===== config.mk =====
export PLATFORM = sky130hd
export DESIGN_NAME = multicycle_control
export DESIGN_NICKNAME = d
export VERILOG_FILES = /design/src/rtl/multicycle_control_pkg.sv /design/src/rtl/multicycle_control.sv
export SDC_FILE = /design/constraint.sdc
export NUM_CORES = 1
export LEC_CHECK = 0
export CORE_AREA = 2 2 39 41
export CTS_CLUSTER_DIAMETER = 100
export DETAILED_ROUTE_END_ITERATION = 10
export DIE_AREA = 0 0 41 43
export GPL_ROUTABILITY_DRIVEN = 1
export PLACE_DENSITY_LB_ADDON = 0.25
export SLEW_MARGIN = 40
export SYNTH_ARGS = -nofsm -noshare
export SYNTH_HDL_FRONTEND = slang
export SYNTH_SLANG_ARGS = --single-unit

===== constraint.sdc =====
create_clock -name clk -period 2.1 [get_ports clk]
set_clock_uncertainty 0.1 [all_clocks]
set_input_delay 0.42 -clock clk [delete_from_list [all_inputs] [get_ports clk]]
set_output_delay 0.42 -clock clk [all_outputs]
set_load 0.005 [all_outputs]

===== src/rtl/multicycle_control_pkg.sv =====
// Shared encodings for the multicycle controller, AluControl and benches.
// Latency: n/a (constants and helpers only).
// Backpressure: n/a.
package multicycle_control_pkg;

    // Instruction opcodes; aluop uses the same encoding.
    localparam logic [2:0] OP_R   = 3'b000;
    localparam logic [2:0] OP_LW  = 3'b001;
    localparam logic [2:0] OP_SW  = 3'b010;
    localparam logic [2:0] OP_BEQ = 3'b011;
    localparam logic [2:0] OP_J   = 3'b100;

    // Controller states.
    localparam logic [2:0] ST_FETCH  = 3'd0;
    localparam logic [2:0] ST_DECODE = 3'd1;
    localparam logic [2:0] ST_EXEC   = 3'd2;
    localparam logic [2:0] ST_MEM    = 3'd3;
    localparam logic [2:0] ST_WB     = 3'd4;

    // Opcodes above OP_J are illegal.
    function automatic logic op_is_legal(input logic [2:0] op);
        return op <= OP_J;
    endfunction

endpackage


===== src/rtl/multicycle_control.sv =====
// Multicycle CPU controller: FETCH/DECODE/EXEC/MEM/WB FSM with combinational output decode.
// Latency: R=4, lw=5, sw=4, beq=3, j=3 cycles fetch-to-retire; each mem_ready stall adds one.
// Backpressure: mem_ready low holds FETCH or MEM with the same outputs until the access completes.
module multicycle_control
    import multicycle_control_pkg::*;
#(
    parameter int OP_W    = 3,
    parameter int ALUOP_W = 3
) (
    input  logic               clk,
    input  logic               rst,
    input  logic [OP_W-1:0]    opcode,
    input  logic               mem_ready,
    input  logic               zero,
    output logic [ALUOP_W-1:0] aluop,
    output logic               pc_write,
    output logic               pc_write_cond,
    output logic               ir_write,
    output logic               mem_read,
    output logic               mem_write,
    output logic               reg_write,
    output logic               mem_to_reg,
    output logic               alu_src,
    output logic               jump,
    output logic               retire,
    output logic               illegal
);

    localparam logic [OP_W-1:0] L_R   = OP_W'(OP_R);
    localparam logic [OP_W-1:0] L_LW  = OP_W'(OP_LW);
    localparam logic [OP_W-1:0] L_SW  = OP_W'(OP_SW);
    localparam logic [OP_W-1:0] L_BEQ = OP_W'(OP_BEQ);
    localparam logic [OP_W-1:0] L_J   = OP_W'(OP_J);

    logic [2:0]      state_q, state_d;
    logic [OP_W-1:0] op_q;

    // State register; reset always restarts at FETCH, aborting any instruction in flight.
    always_ff @(posedge clk) begin
        if (rst) begin
            state_q <= ST_FETCH;
        end else begin
            state_q <= state_d;
        end
    end

    // Capture the opcode as DECODE is left so later IR changes cannot disturb EXEC/MEM/WB.
    always_ff @(posedge clk) begin
        if (rst) begin
            op_q <= '0;
        end else if (state_q == ST_DECODE) begin
            op_q <= opcode;
        end
    end

    // Next-state and output decode; everything not asserted by a state stays 0, all 0 during reset.
    always_comb begin
        state_d       = state_q;
        aluop         = '0;
        pc_write      = 1'b0;
        pc_write_cond = 1'b0;
        ir_write      = 1'b0;
        mem_read      = 1'b0;
        mem_write     = 1'b0;
        reg_write     = 1'b0;
        mem_to_reg    = 1'b0;
        alu_src       = 1'b0;
        jump          = 1'b0;
        retire        = 1'b0;
        illegal       = 1'b0;

        case (state_q)
            ST_FETCH: begin
                // aluop stays 000: the ALU forms PC+1.
                mem_read = 1'b1;
                if (mem_ready) begin
                    ir_write = 1'b1;
                    pc_write = 1'b1;
                    state_d  = ST_DECODE;
                end
            end
            ST_DECODE: begin
                // Decode uses the live IR field; the register copy is not loaded yet.
                if (opcode <= L_J) begin
                    state_d = ST_EXEC;
                end else begin
                    illegal = 1'b1;
                    state_d = ST_FETCH;
                end
            end
            ST_EXEC: begin
                aluop = ALUOP_W'(op_q);
                if (op_q == L_R) begin
                    state_d = ST_WB;
                end else if (op_q == L_LW || op_q == L_SW) begin
                    alu_src = 1'b1;
                    state_d = ST_MEM;
                end else if (op_q == L_BEQ) begin
                    pc_write_cond = zero;
                    retire        = 1'b1;
                    state_d       = ST_FETCH;
                end else if (op_q == L_J) begin
                    jump     = 1'b1;
                    pc_write = 1'b1;
                    retire   = 1'b1;
                    state_d  = ST_FETCH;
                end else begin
                    // Unreachable: DECODE filters illegal opcodes.
                    state_d = ST_FETCH;
                end
            end
            ST_MEM: begin
                aluop = ALUOP_W'(op_q);
                if (op_q == L_LW) begin
                    mem_read = 1'b1;
                end else begin
                    mem_write = 1'b1;
                end
                if (mem_ready) begin
                    if (op_q == L_LW) begin
                        state_d = ST_WB;
                    end else begin
                        retire  = 1'b1;
                        state_d = ST_FETCH;
                    end
                end
            end
            ST_WB: begin
                reg_write  = 1'b1;
                mem_to_reg = (op_q == L_LW);
                retire     = 1'b1;
                state_d    = ST_FETCH;
            end
            default: begin
                state_d = ST_FETCH;
            end
        endcase

        if (rst) begin
            aluop         = '0;
            pc_write      = 1'b0;
            pc_write_cond = 1'b0;
            ir_write      = 1'b0;
            mem_read      = 1'b0;
            mem_write     = 1'b0;
            reg_write     = 1'b0;
            mem_to_reg    = 1'b0;
            alu_src       = 1'b0;
            jump          = 1'b0;
            retire        = 1'b0;
            illegal       = 1'b0;
        end
    end

endmodule


# --- Yosys cells after proc, flatten, opt, wreduce, memory -nomap -nowiden ---
# Cells that the tools add are included.
classes:
  magnitude_cmp: 1
  n_eq_ne: 10
  mux: 48
  n_reduce_logical: 5
ops:
  columns: ["op", "count"]
  rows:
  - ["$mux W1", 36]
  - ["$mux W3", 6]
  - ["$eq A3 B2 Y1 const B", 4]
  - ["$pmux W3 S4", 1]
  - ["$eq A3 B1 Y1 const B", 2]
  - ["$eq A3 B3 Y1 const B", 2]
  - ["$logic_not A3 Y1", 2]
  - ["$mux W2", 2]
  - ["$ne A2 B2 Y1 const B", 2]
  - ["$pmux W1 S2", 2]
  - ["$le A3 B3 Y1 const B", 1]
  - ["$pmux W1 S3", 1]
  - ["$reduce_and A2 Y1", 1]
  - ["$reduce_or A2 Y1", 1]
  - ["$logic_or A1 B1 Y1", 1]
totals:
  regBits: 6
  in_bits: 7
  output_inout_bits: 14
  word_cells: 66

# --- Logic depth before layout (Yosys ltp) ---
# Gate-level depths: netlist of run 1.
logic_depth:
  ltp_word: 7
  ltp_mapped: 4
  mapped_depth_nobuf: 3

# --- Worst setup path after synthesis of run 1 ---
# OpenSTA, ideal clock, no wires.
synth_timing:
  path_type: "reg2out"
  startpoint: "register state_q[2]"
  endpoint: "output pc_write"
  arrival_time_ns: 1.143
  required_ns: 1.580
  slack_ns: 0.437
  stages_incl_launch_ff: 5
  path_buffers: 1
  path_cell_list: "dfxtp_1 buf_6 or3b_4 nor3_4 or2_1"
synth_between:
  elab_chain_cells: 3
  elab_cells_between_ends: 4
  cone_classes: "eq/ne: 1; mux: 2; reduce/logical: 1"
synth_lines:
  columns: ["element", "line", "source"]
  rows:
  - ["from (decl)", "multicycle_control.sv:35", "logic [2:0] state_q, state_d;"]
  - ["from (signal assigned)", "multicycle_control.sv:43", "state_q <= state_d;"]
  - ["$eq A3 B2 Y1 / $logic_not A3 Y1 (equally long branches)", "multicycle_control.sv:72", "case (state_q)"]
  - ["$pmux W1 S2 (*)", "multicycle_control.sv:72", null]
  - ["$mux W1 (*)", "multicycle_control.sv:139", "if (rst) begin"]
  - ["to (decl)", "multicycle_control.sv:16", "output logic pc_write,"]
# Every way passes the cells marked *; elsewhere a longest branch is shown, timed or not.

# --- Worst setup path after layout of run 1 ---
layout_timing:
  startpoint: "register op_q[1]"
  endpoint: "output retire"
layout_between:
  elab_chain_cells: 7
  elab_cells_between_ends: 14
  cone_classes: "eq/ne: 4; mux: 8; reduce/logical: 2"
layout_lines:
  columns: ["element", "line", "source"]
  rows:
  - ["from (decl)", "multicycle_control.sv:36", "logic [OP_W-1:0] op_q;"]
  - ["from (signal assigned)", "multicycle_control.sv:52", "op_q <= opcode;"]
  - ["$eq A3 B3 Y1", "multicycle_control.sv:102", "end else if (op_q == L_J) begin"]
  - ["$mux W1", "multicycle_control.sv:102", null]
  - ["$mux W1", "multicycle_control.sv:98", "end else if (op_q == L_BEQ) begin"]
  - ["$mux W1", "multicycle_control.sv:95", "end else if (op_q == L_LW || op_q == L_SW) begin"]
  - ["$mux W1", "multicycle_control.sv:93", "if (op_q == L_R) begin"]
  - ["$pmux W1 S3 (*)", "multicycle_control.sv:72", null]
  - ["$mux W1 (*)", "multicycle_control.sv:139", null]
  - ["to (decl)", "multicycle_control.sv:25", "output logic retire,"]
# Marks and branches as above.

==> results of run 1 <==
## cell type report
type / instances / share of cell area, %
clock buffer: 3 / 2.63
multi-input combinational: 47 / 43.6
tap: 16 / 2.34
timing repair buffer: 36 / 36.2
sequential: 6 / 15.2
## cell families after synthesis
family	count (synthesis)	share of synthesized area, %
compound gates	7	9.82
xor+xnor	1	1.81
buf+inv	6	8.53
flops	6	24.8
mux	3	6.20
simple gates	36	48.8
## registers in the layout, indices dropped and copies added, names as in the netlist
signal / count
op_q: 3
state_q: 3
## power groups by stage
stage / logic [mW] / registers (mW) / clock network, mW
global route: 0.104 / 0.132 / 0.117
detailed placement: 0.0873 / 0.130 / 0
CTS: 0.0933 / 0.130 / 0.112
floorplan: 0.0471 / 0.125 / 0
finish: 0.0958 / 0.131 / 0.103
global placement: 0.0866 / 0.130 / 0
## worst min-delay path by stage
stage	from	endpoint	slack, ns	cells past startpoint
3_5_place_dp	op_q[2]	state_q[2]	0.40	1
2_1_floorplan	op_q[2]	state_q[2]	0.40	1
4_1_cts	op_q[2]	state_q[2]	0.37	1
6_report	op_q[2]	state_q[2]	0.36	1
5_1_grt	op_q[2]	state_q[2]	0.39	1
3_3_place_gp	op_q[2]	state_q[2]	0.40	1
## metal layers
metal	vias to the layer above	track usage [%]	wire [microns]
met4	0	6.00	0
met2	20	25.0	674
li1	282	-	-
met1	255	23.1	570
met5	-	0	0
met3	0	7.85	92
## per-stage QoR
stage	hold slack, ns	std cells	area [sq um]	setup TNS (ns)
finish	0.364	108	857	0
global route	0.389	108	857	-0.0132
CTS	0.368	107	845	0
detailed placement	0.396	102	761	-4.84
global placement	0.396	102	761	-4.75
floorplan	0.397	59	484	0
## timing repair
action / 4_1_cts / 5_1_grt
buffers inserted: 4 / 1
gates resized for setup: 35 / 1
pin swaps: 10 / 3
endpoints found under the hold margin: 0 / 0
setup endpoints to repair: 14 / 3
## placed cells by master (no fill, tap or decap), types with 2 or more instances in the layout
master	count
dfxtp_1	2
o21ai_0	3
dfxtp_2	2
clkbuf_4	3
mux2i_1	3
dlygate4sd2_1	13
and3_1	5
dfxtp_4	2
nand4b_1	2
nor2_1	5
clkdlybuf4s15_2	2
nor3_2	2
clkdlybuf4s50_1	5
nand2_1	5
nor2_4	2
buf_4	15
## critical path: cells and delay by family (launching register included)
kind	cells	cell delay (ns)
compound gates	1	0.29
buf+inv	2	0.40
flops	1	0.35
simple gates	2	0.25
==> impl_metrics.csv, run 1 <==
group,metric,value,unit
power,clkPwrFrac,31.3,%
placed_design,place_ws,-0.500,ns
global_route,groute.usage.overall,17.6,%
layout,diodes,0,
global_route,overflow,0,
sta,fin_crit,2.05,ns
floorplanning,chipHeight,43,microns
sta,hold_viol_final,0,
worst_setup_path,crit_path_end_kind,"output pin",
logic_synthesis,yosysTopAreaCellShare,24.8,%
logic_synthesis,ys_seq_area_share,24.8,%
power,total_power,0.330,mW
floorplanning,row_count,14,
global_route,antenna_found_initial,0,
logic_synthesis,synth.area.top_cells,"dfxtp_1 (25%), and3_1 (6.5%), mux2i_1 (6.2%)",
worst_setup_path,crit_path_top_delay_cell,"dfxtp_2",
power,swShare,27.0,%
logic_synthesis,syn-mean-instance-area,8.21,sq um
sta,post-route-period-util,97.4,%
power,p_int,0.241,mW
detailed_routing,drtIter0Drc,7,
flow_run,maxCapViolations,0,
floorplanning,core,1380,sq um
worst_setup_path,start_kind,"flop",
layout,area_growth,77.0,%
worst_setup_path,worstPathArrival,1.53,ns
clock_network,cts_tree,"done",
detailed_routing,viasPerCell,5.16,
layout,fin_nets,101,
global_route,grt_pass1_wl,2110,microns
logic_synthesis,syn_inst,59,
status,outcome,"finished, final reports clean",
power,power.net_switching,0.0891,mW
worst_hold_path,worstHoldPathType,"flop to flop",
worst_setup_path,cp-endpoint,"retire",
placed_design,portBuffers,20,
logic_synthesis,yosys_most_used_dff,"dfxtp_1",
worst_setup_path,critPathMaxFanout,6,
sta,fmax,0.489,GHz
logic_synthesis,synth_most_common_cell,"nor2_1",
logic_synthesis,syn-num-nets,66,
sta,drv_slew,0,
logic_synthesis,synth_largest_area_cell,"dfxtp_1",
worst_setup_path,rr_startpoint,"state_q[1]",
clock_network,path_clk_slew,0.04,ns
placed_design,hpwl,995,microns
detailed_routing,remaining_drc_errors,0,
global_route,grt_pass1_vias,506,
detailed_routing,wl_per_cell,12.4,microns
power,total_leakage_power,0.405,nW
logic_synthesis,ys_types,29,
logic_synthesis,ys_seq_elements,6,
power,p_comb_share,29.1,%
detailed_routing,firstDrtPassIters,4,
layout,seqCellArea,130,sq um
worst_setup_path,critPathMaxStageDelay,0.35,ns
clock_network,cts_hold_buf,0,
global_route,grt_max_degree,11,
power,seqPwrFrac,39.6,%
detailed_routing,wirelength,1340,microns
worst_setup_path,setup.worst_path.start,"op_q[1]",
layout,utilization,61.9,%
power,ir_drop,0.390,mV
logic_synthesis,yosys_warnings,0,
detailed_routing,ant_nets,0,
clock_network,clockBufferDepth,2,
floorplanning,die_area,1760,sq um
floorplanning,ios,21,
layout,fillers,127,
clock_network,clkLatencyLatePin,0.24,ns
worst_setup_path,reg2reg_depth,4,
worst_setup_path,crit_required,1.58,ns
sta,setup_viol,0,
worst_setup_path,critical_path_class,"flop to output pin",
logic_synthesis,synthArstFlopShare,0,%
layout,drive_gt1_share,40.2,%
worst_setup_path,r2r-end,"state_q[0]",
clock_network,clock_sinks,6,
sta,rsz0062_at_grt,"yes",
logic_synthesis,synth_edf_count,0,
placed_design,place.gp.congestion,0.809,
logic_synthesis,synthTopCellsByCount,"nor2_1 (7), dfxtp_1 (6), and3_1 (5), nand2_1 (5)",
worst_setup_path,r2r_slack,0.75,ns
power,cellPowerDensity,385,nW/um^2
clock_network,cts_root_buf,"clkbuf_4",
sta,relSlewSlack,85.6,%
sta,setup_ws,0.0545,ns
floorplanning,initial_core_util,35.0,%
detailed_routing,num_vias,557,
floorplanning,die_x,41,microns
worst_setup_path,crit_chain,"nor3b_4 -> buf_4 -> nor3_2 -> a211o_2 -> dlygate4sd2_1",
clock_network,htreeDepth,1,
sta,worst_pin_slew,0.214,ns
logic_synthesis,synth_area,484,sq um
layout,multi_input_area,374,sq um
clock_network,cts_inserted_buffers,3,
(Power assumes the default switching activity.)
==> run 2: changes to the inputs <==
--- a/config.mk
+++ b/config.mk
@@ -5,10 +5,10 @@
 export SDC_FILE = /design/constraint.sdc
 export NUM_CORES = 1
 export LEC_CHECK = 0
-export CORE_AREA = 2 2 39 41
+export CORE_AREA = 5 5 42 44
 export CTS_CLUSTER_DIAMETER = 100
 export DETAILED_ROUTE_END_ITERATION = 10
-export DIE_AREA = 0 0 41 43
+export DIE_AREA = 0 0 47 49
 export GPL_ROUTABILITY_DRIVEN = 1
 export PLACE_DENSITY_LB_ADDON = 0.25
 export SLEW_MARGIN = 40
==> impl_metrics.csv, run 2 (synthesized netlist as in run 1, its figures left out) <==
group,metric,value,unit
status,outcome,"finished with violations",
status,violations,"setup timing",
floorplanning,row_count,14,
placed_design,hpwl,1050,microns
detailed_routing,viasPerCell,5.34,
clock_network,cts_root_buf,"clkbuf_4",
sta,tns,-0.0214,ns
clock_network,cts_hold_buf,0,
worst_setup_path,critPathMaxFanout,4,
floorplanning,die_area,2300,sq um
placed_design,place_ws,-0.507,ns
layout,diodes,0,
global_route,grt_pass1_vias,649,
worst_setup_path,start_kind,"flop",
floorplanning,core,1400,sq um
placed_design,portBuffers,20,
detailed_routing,firstDrtPassIters,4,
worst_setup_path,critical_path_class,"flop to output pin",
clock_network,path_clk_slew,0.04,ns
sta,setup_viol,1,
global_route,grt_pass1_wl,2930,microns
worst_setup_path,crit_path_top_delay_cell,"or3b_4",
floorplanning,ios,21,
global_route,grt_max_degree,11,
detailed_routing,num_vias,699,
floorplanning,initial_core_util,34.6,%
layout,area_growth,123,%
worst_setup_path,path_buf_inv,2,
power,ir_drop,0.322,mV
detailed_routing,drtIter0Drc,8,
detailed_routing,wirelength,2020,microns
power,total_leakage_power,0.540,nW
global_route,antenna_found_initial,0,
detailed_routing,ant_nets,0,
placed_design,dp_cells,105,
worst_setup_path,critPathMaxStageDelay,0.41,ns
sta,hold_viol_final,0,
layout,reg_top3,"op_q (3), state_q (3)",
sta,post-route-period-util,101,%
layout,fin_nets,124,
layout,layoutNonFillerInstCount,131,
floorplanning,die_x,47,microns
detailed_routing,wl_per_cell,15.4,microns
worst_setup_path,crit_required,1.58,ns
clock_network,cts_tree,"done",
power,cellPowerDensity,338,nW/um^2
floorplanning,chipHeight,49,microns
layout,layout.cells.most_common,"buf_4",
global_route,groute.usage.overall,17.3,%
worst_setup_path,r2r_slack,0.12,ns
layout,drive_gt1_share,60.0,%
sta,drv_slew,0,
layout,final_cell_mix,"buf_4 (28), buf_6 (11), dlygate4sd2_1 (10)",
placed_design,place.gp.congestion,0.712,
worst_setup_path,crit_chain,"buf_6 -> or3b_4 -> nor3_4 -> dlygate4sd2_1",
sta,worst_pin_slew,0.327,ns
global_route,overflow,0,
worst_setup_path,cp_top_family,"simple AND/OR/NAND/NOR gates",
clock_network,cts_inserted_buffers,3,
worst_setup_path,worstPathArrival,1.60,ns
worst_setup_path,crit_path_end_kind,"output pin",
clock_network,htreeDepth,1,
sta,hold_ws,0.488,ns
clock_network,clock_sinks,6,
clock_network,clockBufferDepth,2,
flow_run,maxCapViolations,0,
sta,relSlewSlack,78.0,%
sta,fmax,0.471,GHz
sta,setup_ws,-0.0214,ns
clock_network,clkLatencyLatePin,0.24,ns
worst_hold_path,worstHoldPathType,"primary input to flop",
detailed_routing,remaining_drc_errors,0,
sta,fin_crit,2.12,ns
==> run 2: area by class of cell <==
type | count | area [sq um]
sequential | 6 | 133
tap | 16 | 20.0
timing repair buffer | 59 | 504
clock buffer | 3 | 22.5
multi-input combinational | 47 | 399
fill | 103 | 323
==> run 2: worst paths after layout <==
| path | start | to | cells past startpoint |
|---|---|---|---|
| max | op_q[2] | jump | 4 |
| min | rst | op_q[2] | 4 |
| max reg2reg | state_q[2] | state_q[0] | 11 |
| min reg2reg | op_q[1] | state_q[2] | 2 |
==> run 2: layer usage <==
| layer | share of wire [%] | GRT usage (%) | up-vias |
|---|---|---|---|
| met5 | 0 | 0 | - |
| met3 | 5.2 | 5.54 | 2 |
| met1 | 41 | 21.9 | 346 |
| met2 | 52 | 28.5 | 25 |
| li1 | - | - | 326 |
| met4 | 1.4 | 2.76 | 0 |
==> run 2: where the power goes <==
group | switching (mW) | internal (mW) | leakage (nW) | total [mW]
logic | 0.0514 | 0.0752 | 0.474 | 0.127
clock network | 0.0418 | 0.0646 | 0.0138 | 0.106
registers | 0.0108 | 0.120 | 0.0522 | 0.131
total | 0.104 | 0.260 | 0.540 | 0.364
==> run 2: what timing repair did <==
action / CTS / global route
buffers inserted: 14 / 10
pin swaps: 9 / 9
endpoints found under the setup margin: 14 / 7
resized for setup: 34 / 27
hold endpoints to repair: 0 / 0
==> run 2: metrics by stage <==
stage	util, %	cell area [sq um]	power [mW]
after floorplan	-	484	0.172
after global placement	55.9	783	0.221
after detailed placement	55.9	783	0.222
after CTS	68.5	960	0.346
after global routing	77.0	1080	0.390
final	77.0	1080	0.364
==> run 2: worst min-delay path: cells and delay by family <==
kind | cells | cell delay [ns]
buffers and inverters | 3 | 0.34
and+or+nand+nor | 1 | 0.03
